<file path="src/rtl/mul_pkg.sv">
// mul_pkg: shared widths, opcode/state enums and result-half select for mul_ctrl
package mul_pkg;
  localparam int XLEN = 32;
  localparam int PROD = 64;
  typedef enum logic [1:0] {MUL, MULH, MULHSU, MULHU} mul_op_t;
  typedef enum logic [1:0] {IDLE, LAUNCH, WAIT, FINISH} mul_state_t;
  function automatic logic [XLEN-1:0] pick(input mul_op_t op, input logic [PROD-1:0] p);
    return op == MUL ? p[XLEN-1:0] : p[PROD-1:XLEN];
  endfunction
endpackage

</file>
<file path="src/rtl/mul_sign_fix.sv">
// mul_sign_fix: sign detect and two's-complement conditional negate (magnitude or sign correction)
module mul_sign_fix #(
  parameter int W = 32
) (
  input  logic [W-1:0] x,
  input  logic         sgn_en,
  input  logic         inv,
  output logic [W-1:0] y,
  output logic         s
);
  assign s = sgn_en & x[W-1];
  assign y = (s | inv) ? -x : x;
endmodule

</file>
<file path="src/rtl/mul_ctrl.sv">
// mul_ctrl: RV32M multiply sequencer around a shared unsigned iterative multiplier.
// MUL_REUSE_EN: reuse the last product when operands and signedness class repeat.
module mul_ctrl
  import mul_pkg::*;
(
  input  logic            clk,
  input  logic            rst_n,
  input  logic            mul_req,
  input  logic [1:0]      mul_op,
  input  logic [XLEN-1:0] rs1_data,
  input  logic [XLEN-1:0] rs2_data,
  input  logic            mul_flush,
  output logic            mul_ready,
  output logic            mul_done,
  output logic [XLEN-1:0] mul_result,
  output logic            mult_load,
  output logic [XLEN-1:0] mult_a,
  output logic [XLEN-1:0] mult_b,
  input  logic [PROD-1:0] mult_product,
  input  logic            mult_resp
);
  mul_state_t      state;
  mul_op_t         op, req_op;
  logic            drain, neg, done_r, sa, sb, sa_en, sb_en, hit, p_sgn_unused;
  logic [XLEN-1:0] mag_a, mag_b;
  logic [PROD-1:0] p_fix, last_p;
  assign req_op = mul_op_t'(mul_op);
  assign sa_en = req_op != MULHU;
  assign sb_en = !mul_op[1];
  assign mul_done = done_r & ~mul_flush;
  mul_sign_fix #(.W(XLEN)) u_fix_a (.x(rs1_data), .sgn_en(sa_en), .inv(1'b0), .y(mag_a), .s(sa));
  mul_sign_fix #(.W(XLEN)) u_fix_b (.x(rs2_data), .sgn_en(sb_en), .inv(1'b0), .y(mag_b), .s(sb));
  mul_sign_fix #(.W(PROD)) u_fix_p (.x(mult_product), .sgn_en(1'b0), .inv(neg), .y(p_fix), .s(p_sgn_unused));
`ifdef MUL_REUSE_EN
  logic [XLEN-1:0] last_rs1, last_rs2;
  logic [1:0]      last_cls;
  logic            valid;
  assign hit = valid && rs1_data == last_rs1 && rs2_data == last_rs2 &&
               ({sa_en, sb_en} == last_cls || req_op == MUL);
  always_ff @(posedge clk or negedge rst_n)
    if (!rst_n) begin
      last_rs1 <= '0;
      last_rs2 <= '0;
      last_cls <= '0;
      last_p <= '0;
      valid <= 1'b0;
    end else if (mul_flush) valid <= 1'b0;
    else if (state == IDLE && mul_req && !hit) begin
      last_rs1 <= rs1_data;
      last_rs2 <= rs2_data;
      last_cls <= {sa_en, sb_en};
      valid <= 1'b0;
    end else if (state == WAIT && mult_resp && !drain) begin
      last_p <= p_fix;
      valid <= 1'b1;
    end
`else
  assign hit = 1'b0;
  assign last_p = '0;
`endif
  always_ff @(posedge clk or negedge rst_n)
    if (!rst_n) begin
      state <= IDLE;
      op <= MUL;
      mul_ready <= 1'b1;
      done_r <= 1'b0;
      mul_result <= '0;
      mult_load <= 1'b0;
      mult_a <= '0;
      mult_b <= '0;
      drain <= 1'b0;
      neg <= 1'b0;
    end else begin
      mult_load <= 1'b0;
      done_r <= 1'b0;
      case (state)
        IDLE: if (mul_req && !mul_flush) begin
          mul_ready <= 1'b0;
          if (hit) begin
            mul_result <= pick(req_op, last_p);
            done_r <= 1'b1;
            state <= FINISH;
          end else begin
            op <= req_op;
            mult_a <= mag_a;
            mult_b <= mag_b;
            neg <= sa ^ sb;
            mult_load <= 1'b1;
            state <= LAUNCH;
          end
        end
        LAUNCH: begin
          drain <= mul_flush;
          state <= WAIT;
        end
        WAIT: if (mult_resp) begin
          if (drain || mul_flush) begin
            drain <= 1'b0;
            mul_ready <= 1'b1;
            state <= IDLE;
          end else begin
            mul_result <= pick(op, p_fix);
            done_r <= 1'b1;
            state <= FINISH;
          end
        end else if (mul_flush) drain <= 1'b1;
        FINISH: begin
          mul_ready <= 1'b1;
          state <= IDLE;
        end
      endcase
    end
endmodule

</file>
<file path="config.mk">
export PLATFORM = sky130hd
export DESIGN_NAME = mul_ctrl
export DESIGN_NICKNAME = d
export VERILOG_FILES = /design/src/rtl/mul_pkg.sv /design/src/rtl/mul_sign_fix.sv /design/src/rtl/mul_ctrl.sv
export SDC_FILE = /design/constraint.sdc
export NUM_CORES = 1
export LEC_CHECK = 0
export CORE_MARGIN = 5
export CORE_UTILIZATION = 47
export CTS_CLUSTER_SIZE = 14
export DETAILED_ROUTE_END_ITERATION = 6
export GPL_TIMING_DRIVEN = 0
export PLACE_DENSITY = 0.89
export SYNTH_ARGS = -nofsm -noshare
export SYNTH_HDL_FRONTEND = slang
export SYNTH_SLANG_ARGS = --single-unit
</file>
<file path="constraint.sdc">
create_clock -name clk -period 2.45 [get_ports clk]
set_input_delay 0.3675 -clock clk [delete_from_list [all_inputs] [get_ports clk]]
set_output_delay 0.3675 -clock clk [all_outputs]
set_load 0.01 [all_outputs]
</file>
# Word-level counts from Yosys, hierarchy flattened
# Cells that the tools add are included.
[totals]
regBits = 105
latch_bits = 0
ramBits = 0
rom_bits = 0
in_bits = 135
wordCells = 62
n_memories = 0
[classes]
add_sub_neg = 3
multipliers = 0
div = 0
n_lt_le_gt_ge = 0
n_eq_ne = 9
n_shift = 0
muxes = 21
n_bitwise = 6
reduce_logical = 13
[op_table]
columns = ["operator", "n"]
rows = [
  ["$mux 32", 3],
  ["$mux 64", 1],
  ["$neg 32->32", 2],
  ["$neg 64->64", 1],
  ["$mux 1", 11],
  ["$ne 2x2->1 const B", 4],
  ["$pmux 2 s4", 1],
  ["$mux 2", 3],
  ["$ne 3x3->1 const B", 2],
  ["$reduce_and 3->1", 2],
  ["$eq 2x2->1 const B", 2],
  ["$logic_not 2->1", 2],
  ["$reduce_and 2->1", 2],
  ["$reduce_and 4->1", 1],
  ["$and 1x1->1", 3],
  ["$pmux 1 s3", 1],
  ["$reduce_bool 3->1", 1],
  ["$eq 2x1->1 const B", 1],
  ["$logic_not 1->1", 2],
  ["$not 1->1", 2],
  ["$pmux 1 s2", 1],
  ["$reduce_bool 2->1", 1],
  ["$logic_and 1x1->1", 1],
  ["$logic_or 1x1->1", 1],
  ["$xor 1x1->1", 1],
]

# Longest topological paths before layout
# Gate-level depths: netlist of run 1.
[logic_depth]
word_depth = 4
ltp_mapped = 10

# Hierarchy
# From an unflattened synthesis of run 1, not the netlist that was laid out.
[unflattened]
cells_unflattened = 771
hier_area_um2 = 7780.0
[by_module_without_submodules]
columns = ["mod", "instances", "cells_each", "area_per_inst_um2", "seq_area_each_um2"]
rows = [
  ["mul_ctrl", 1, 276, 4468.0, 2628.8],
  ["mul_sign_fix (u_fix_p)", 1, 257, 1702.9, 0.0],
  ["mul_sign_fix (u_fix_a ...)", 2, 119, 804.5, 0.0],
]

# Worst setup path after synthesis of run 1
# Ideal clock, no wire load.
[synth_timing]
path_type = "input to register"
from = "input mult_product[1]"
to = "register mul_result[9]"
setup_time_ps = 104
arrival_time_ps = 2595
t_required_ps = 2346
setup_slack_ps = -249
stages = 8
path_cell_list = "or3_1 -> or4_4 -> or3_1 -> buf_2 -> or2_2 -> o41ai_2 -> xor2_1 -> a221oi_1"
[synth_between]
elab_chain_len = 3
[synth_lines]
columns = ["element", "line_no", "text"]
rows = [
  ["start, declared", "mul_ctrl.sv:19", "input logic [PROD-1:0] mult_product,"],
  ["$neg 64->64", "mul_sign_fix.sv:12", "assign y = (s | inv) ? -x : x;"],
  ["$mux 64", "mul_sign_fix.sv:12", ""],
  ["$mux 32", "mul_pkg.sv:8", "return op == MUL ? p[XLEN-1:0] : p[PROD-1:XLEN];"],
  ["end signal, assigned", "mul_ctrl.sv:80", "mul_result <= pick(req_op, last_p);"],
  ["end signal, assigned", "mul_ctrl.sv:102", "mul_result <= pick(op, p_fix);"],
  ["end, declared", "mul_ctrl.sv:15", "output logic [XLEN-1:0] mul_result,"],
]
# Every way passes these cells.
# A chain may end at the register's enable or synchronous reset.

# Worst setup path in the final report of run 1
[layout_timing]
from = "input mult_product[0]"
to = "register mul_result[31]"
# The elaborated chain is that of the path after synthesis.

==> flow_metrics.py, run 1 <==
metrics = {
    "placement": {
        "globalplace.congestion": 0.988,
        "hpwlAfterDp_um": 20700,
        "io_buffers": 232,
        "pre_cts_ws_ns": -0.914,
    },
    "worst_setup_path": {
        "critPathSlowestCell": "or4_4",
        "critical_path_class": "primary input to register",
        "crit_chain": "buf_6, or3_4, or4_4, or3_1, buf_6, or3_4, mux2i_1, nand2_1, a32o_1",
        "required_ns": 2.71,
        "r2r-end": "mul_result[17]",
        "cp-end-kind": "register",
        "cp.arrival_ns": 2.72,
        "r2r_slack_ns": 0.13,
        "cpPeakStageDelay_ns": 0.47,
        "crit_path_start_kind": "primary input",
        "crit_buf_inv": 2,
        "cp_max_fo": 8,
        "r2r-start": "op[1]",
        "r2r_cells": 6,
        "critPathTopFamily": "simple AND/OR/NAND/NOR gates",
    },
    "timing": {
        "max_freq_mhz": 405,
        "hold_viol": 2,
        "worst_slew_pin_slew_ns": 0.858,
        "setup_tns_ns": -0.0325,
        "rsz0062_at_grt": "true",
        "setup_viol": 2,
        "slew_headroom_pct": 42.8,
        "drv_slew": 0,
        "finClkSkew_ns": 0.00625,
        "min_period_over_period_pct": 101,
        "finalCriticalPeriod_ns": 2.47,
        "hold_slack_ns": -0.000513,
        "finalWorstSetupSlack_ns": -0.0169,
    },
    "synthesis": {
        "synth-edff-count": 0,
        "yosysSeqAreaShare_pct": 37.0,
        "ys_ff_latch": 105,
        "synth_area_sq_mm": 0.00710,
        "synth_area_per_cell_sq_um": 8.08,
        "synthArstFlopShare_pct": 100,
        "syn-instance-count": 879,
        "syn_nets": 1017,
        "ys_types": 61,
        "synthFlopType": "dfrtp_1",
        "yosysWarnings": 0,
    },
    "finish": {
        "multiInputGateArea_sq_mm": 0.00475,
        "ff_latch_area_sq_mm": 0.00263,
        "syn2layout_area_growth_pct": 51.7,
        "fillers": 1101,
        "drive_gt1_share_pct": 14.2,
        "final_core_util_pct": 71.7,
        "final_nets": 1286,
    },
    "route": {
        "drc": 0,
        "vias_per_cell": 6.14,
        "first_iter_violations": 869,
        "drt_wl_total_um": 28700,
        "drtPass1Iterations": 6,
        "via_count": 8235,
        "wl_per_cell_um": 21.4,
        "ant_nets": 0,
    },
    "grt": {
        "overflow": 0,
        "grt_pass1_wl_um": 44000,
        "grt_use_total_pct": 31.4,
        "grt_pass1_vias": 8218,
        "grt_max_degree": 69,
        "antenna_found_initial": 0,
    },
    "die": {
        "dieArea_sq_mm": 0.0177,
        "core-area_sq_mm": 0.0150,
        "rows": 45,
        "die_h_um": 133,
        "io_pins": 234,
        "die_x_um": 133,
        "start_util_pct": 47.2,
    },
    "clock_network": {
        "clkSlewWorstSetupHoldPaths_ns": 0.08,
        "cts_tree": "done",
        "cts_buffer_depth": 2,
        "insertion_delay_ns": 0.37,
        "numClockSinks": 105,
        "cts_hold_buffers": 0,
        "cts-root-buf": "clkbuf_16",
        "numCtsBuffers": 9,
        "cts_max_level": 3,
    },
    "hold_path": {
        "hold_class": "primary input to async pin",
    },
    "status": {
        "violations": "negative hold slack, negative setup slack",
        "status": "complete, but fails checks",
    },
    "power_and_ir_drop": {
        "ir_worst_vdd_mv": 0.573,
        "leakage_nw": 4.40,
        "p_per_area_mw_per_mm2": 926,
    },
    "flow_run": {
        "cap_violations": 0,
    },
}
layer usage:
| metal | GRT usage (%) | part of all wire, % | vias up |
|---|---|---|---|
| li1 | - | - | 3696 |
| met2 | 51.6 | 47 | 558 |
| met3 | 8.10 | 11 | 148 |
| met1 | 37.2 | 37 | 3833 |
| met5 | 0 | 0 | - |
| met4 | 17.7 | 5.7 | 0 |
synthesized netlist by cell type, types with 4 or more instances:
cell type  instances  area [sq um]
a21oi_1           34           170
a221oi_1           4          35.0
a22oi_1            5          37.5
a31oi_1            7          43.8
and3_1             5          31.3
clkbuf_1          49           184
dfrtp_1          104          2600
inv_1             13          48.8
mux2i_1           14           140
nand2_1          147           552
nand2b_1          13          81.3
nand3_1           17          85.1
nand4_1            8          50.1
nor2_1            60           225
nor2b_1            4          25.0
nor3_1            31           155
nor4_1            11          68.8
o21ai_0          127           636
o22ai_1            4          25.0
o31ai_1           30           225
o41ai_1           11          96.3
or2_2              6          37.5
or3_1             17           106
or4_1             12          90.1
xnor2_1           40           350
xor2_1            56           490
flip-flops by register name, indices dropped and copies added (netlist names), 2 cells and up:
name,cells
mul_result,32
mult_a,32
mult_b,32
op,2
state,2
through the flow:
stage | std cells | power [mW] | area [sq um]
after floorplan | 879 | 5.39 | 7180
after global placement | 1299 | 8.08 | 9740
after detailed placement | 1300 | 8.18 | 9760
after CTS | 1333 | 9.81 | 10500
after global routing | 1341 | 10.5 | 10800
final | 1342 | 9.98 | 10800
how the worst max path moves through the flow:
stage                           startpoint        endpoint  slack (ns)  depth (start not counted)
after CTS                  mult_product[0]  mul_result[31]       -0.12                          9
after global placement               rst_n      mult_a[14]       -3.12                          1
after detailed placement  mult_product[26]  mul_result[25]       -0.91                          9
final                      mult_product[0]  mul_result[31]       -0.02                          9
after floorplan            mult_product[1]   mul_result[9]       -0.22                          8
after global routing      mult_product[10]  mul_result[22]       -0.07                          9
report_power, final:
group          internal, mW  switching, mW  total, mW
Sequential             2.55          0.507       3.06
Combinational          2.58           2.84       5.42
Clock                 0.731          0.773       1.50
what timing repair did:
item | CTS | global route
cloned | 0 | 0
buffers inserted | 21 | 8
endpoints found under the setup margin | 56 | 59
pin swaps | 36 | 26
gates resized for setup | 122 | 87
cells in the final DEF, fill, tap and decap left out, types with 14 or more instances in the layout:
| master | netlist | final |
|---|---|---|
| clkdlybuf4s50_1 | 0 | 199 |
| dfrtp_1 | 104 | 104 |
| buf_4 | 0 | 29 |
| nor2_1 | 60 | 53 |
| xnor2_1 | 40 | 40 |
| nand3_1 | 17 | 16 |
| o31ai_1 | 30 | 21 |
| xor2_1 | 56 | 56 |
| clkbuf_1 | 49 | 32 |
| mux2i_1 | 14 | 14 |
| o21ai_0 | 127 | 114 |
| nand2_1 | 147 | 143 |
| nor3_1 | 31 | 21 |
| a21oi_1 | 34 | 30 |
area by class of cell:
type / instances / share of cell area, %
Inverter: 13 / 0.453
Clock inverter: 7 / 0.778
Buffer: 48 / 2.14
Sequential cell: 105 / 24.4
Tap cell: 188 / 2.18
Clock buffer: 9 / 2.09
Antenna cell: 1 / 0.0232
Timing Repair Buffer: 262 / 23.9
Multi-Input combinational cell: 709 / 44.1
kinds of logic after synthesis:
| logic type | share of synthesized area [%] |
|---|---|
| flip-flops | 37.0 |
| buffers and inverters | 3.49 |
| XOR/XNOR | 11.8 |
| AO/OA/AOI/OAI | 21.0 |
| multiplexers | 2.45 |
| adder cells (fa/ha/maj) | 0.529 |
| AND/OR/NAND/NOR | 23.7 |
Note: power is estimated with default switching activity, not from simulation.
==> inputs of run 2 (changes only) <==
--- a/config.mk
+++ b/config.mk
@@ -11,6 +11,7 @@
 export DETAILED_ROUTE_END_ITERATION = 6
 export GPL_TIMING_DRIVEN = 0
 export PLACE_DENSITY = 0.89
+export RECOVER_POWER = 25
 export SYNTH_ARGS = -nofsm -noshare
 export SYNTH_HDL_FRONTEND = slang
 export SYNTH_SLANG_ARGS = --single-unit
==> run 2 against run 1 <==
The flow finishes with violations (negative setup slack). First-iteration DRC count unchanged. Power about the same. Clock-buffer cell count unchanged. Non-clock buffer count unchanged. Sequential share of layout area up 0.051 points. Final cell count unchanged. Via count about the same. Register-to-register slack about the same. Largest power group unchanged.
==> flow_metrics.py, run 2 (same netlist as run 1, synthesis figures left out) <==
metrics = {
    "power_and_ir_drop": {
        "ir_worst_vdd_mv": 0.573,
        "leakage_nw": 4.39,
        "total_power_mw": 9.98,
        "p_per_area_mw_per_mm2": 929,
    },
    "die": {
        "core-area_sq_mm": 0.0150,
        "rows": 45,
        "die_x_um": 133,
        "io_pins": 234,
        "dieArea_sq_mm": 0.0177,
        "die_h_um": 133,
        "start_util_pct": 47.2,
    },
    "worst_setup_path": {
        "cp.arrival_ns": 2.73,
        "critical_path_class": "primary input to register",
        "cp-end-kind": "register",
        "required_ns": 2.71,
        "cp_max_fo": 8,
        "startpoint": "mult_product[0]",
        "r2r-start": "op[1]",
        "crit_path_start_kind": "primary input",
    },
    "clock_network": {
        "numCtsBuffers": 9,
        "cts_max_level": 3,
        "cts-root-buf": "clkbuf_16",
        "clkSlewWorstSetupHoldPaths_ns": 0.08,
        "numClockSinks": 105,
        "cts_buffer_depth": 2,
        "cts_tree": "done",
        "insertion_delay_ns": 0.36,
    },
    "placement": {
        "io_buffers": 232,
        "dp.cells": 1300,
        "globalplace.congestion": 0.988,
        "place_area_sq_mm": 0.00976,
        "hpwlAfterDp_um": 20700,
    },
    "finish": {
        "syn2layout_area_growth_pct": 51.3,
        "most-common-layout-cells": "clkdlybuf4s50_1 (199), nand2_1 (143), o21ai_0 (114)",
        "drive_gt1_share_pct": 14.2,
        "stdcell_count": 1342,
        "layout_commonest_cell": "clkdlybuf4s50_1",
        "final_core_util_pct": 71.5,
        "final_area_sq_mm": 0.0108,
        "reg_top3": "mul_result x32, mult_a x32, mult_b x32",
        "final_nets": 1286,
    },
    "timing": {
        "finalCriticalPeriod_ns": 2.48,
        "drv_slew": 0,
        "finalWorstSetupSlack_ns": -0.0267,
        "min_period_over_period_pct": 101,
        "worst_slew_pin_slew_ns": 1.06,
        "setup_viol": 2,
        "rsz0062_at_grt": "true",
        "max_freq_mhz": 404,
        "slew_headroom_pct": 29.4,
        "finClkSkew_ns": 0.00646,
        "hold_viol": 0,
    },
    "route": {
        "via_count": 8228,
        "drc": 0,
        "first_iter_violations": 869,
        "drtPass1Iterations": 6,
        "ant_nets": 0,
        "wl_per_cell_um": 21.4,
        "vias_per_cell": 6.13,
        "drt_wl_total_um": 28800,
    },
    "hold_path": {
        "hold_class": "primary input to async pin",
    },
    "grt": {
        "grt_pass1_wl_um": 44000,
        "antenna_found_initial": 0,
        "overflow": 0,
        "grt_use_total_pct": 31.4,
        "grt_pass1_vias": 8218,
        "grt_max_degree": 69,
    },
    "status": {
        "violations": "negative setup slack",
        "status": "complete, but fails checks",
    },
    "flow_run": {
        "cap_violations": 0,
    },
}
run 2: what timing repair did:
item | CTS | global route
setup endpoints to repair | 56 | 59
hold buffers | 0 | 0
buffers inserted | 21 | 8
gates resized for setup | 122 | 87
pin swaps | 36 | 26
run 2: cell type report:
cell class,instances,area [sq um]
multi-input combinational,709,4750
fill,1104,4280
sequential,105,2630
timing repair buffer,262,2550
tap,188,235
buffer,48,230
clock buffer,9,225
clock inverter,7,83.8
inverter,13,48.8
antenna,1,2.50
run 2: worst paths after layout:
| path | to | slack (ns) | depth (start not counted) |
|---|---|---|---|
| min | mul_result[10] | 0.19 | 1 |
| min in group clk | mul_result[0] | 0.36 | 3 |
| min reg2reg | mul_result[5] | 0.47 | 2 |
| max | mul_result[31] | -0.03 | 9 |
| max in group asynchronous | mult_a[24] | 0.68 | 2 |
| max reg2reg | mul_result[17] | 0.13 | 6 |
run 2: layer usage:
layer	GRT usage [%]	wire length, um
met1	37.2	10600
met2	51.6	13400
met3	8.10	3150
met4	17.7	1620
met5	0	0
run 2: report_power, final:
part / internal [mW] / switching, mW / total, mW
Clock: 0.731 / 0.771 / 1.50
Combinational: 2.58 / 2.84 / 5.42
Sequential: 2.55 / 0.507 / 3.06
run 2: worst max-delay path, stage by stage:
cell	delay (ns)
buf_6	0.09
or3_4	0.38
or4_4	0.47
or3_1	0.34
buf_6	0.16
or3_4	0.36
mux2i_1	0.17
nand2_1	0.10
a32o_1	0.28
run 2: metrics by stage:
| stage | TNS [ns] | hold WS, ns | setup slack [ns] |
|---|---|---|---|
| finish | -0.0431 | 0.190 | -0.0267 |
| global route | -0.313 | 0.269 | -0.0748 |
| CTS | -0.840 | 0.00521 | -0.119 |
| detailed placement | -43.97 | 0.395 | -0.914 |
| global placement | -366.11 | 0.450 | -3.12 |
| floorplan | -1.03 | 0.0719 | -0.216 |
==> inputs of run 3 (changes only) <==
--- a/config.mk
+++ b/config.mk
@@ -7,6 +7,7 @@
 export LEC_CHECK = 0
 export CORE_MARGIN = 5
 export CORE_UTILIZATION = 47
+export CTS_CLUSTER_DIAMETER = 50
 export CTS_CLUSTER_SIZE = 14
 export DETAILED_ROUTE_END_ITERATION = 6
 export GPL_TIMING_DRIVEN = 0
==> results of run 3 <==
Same layout as run 2: the final DEF is identical, and so are final timing and power.
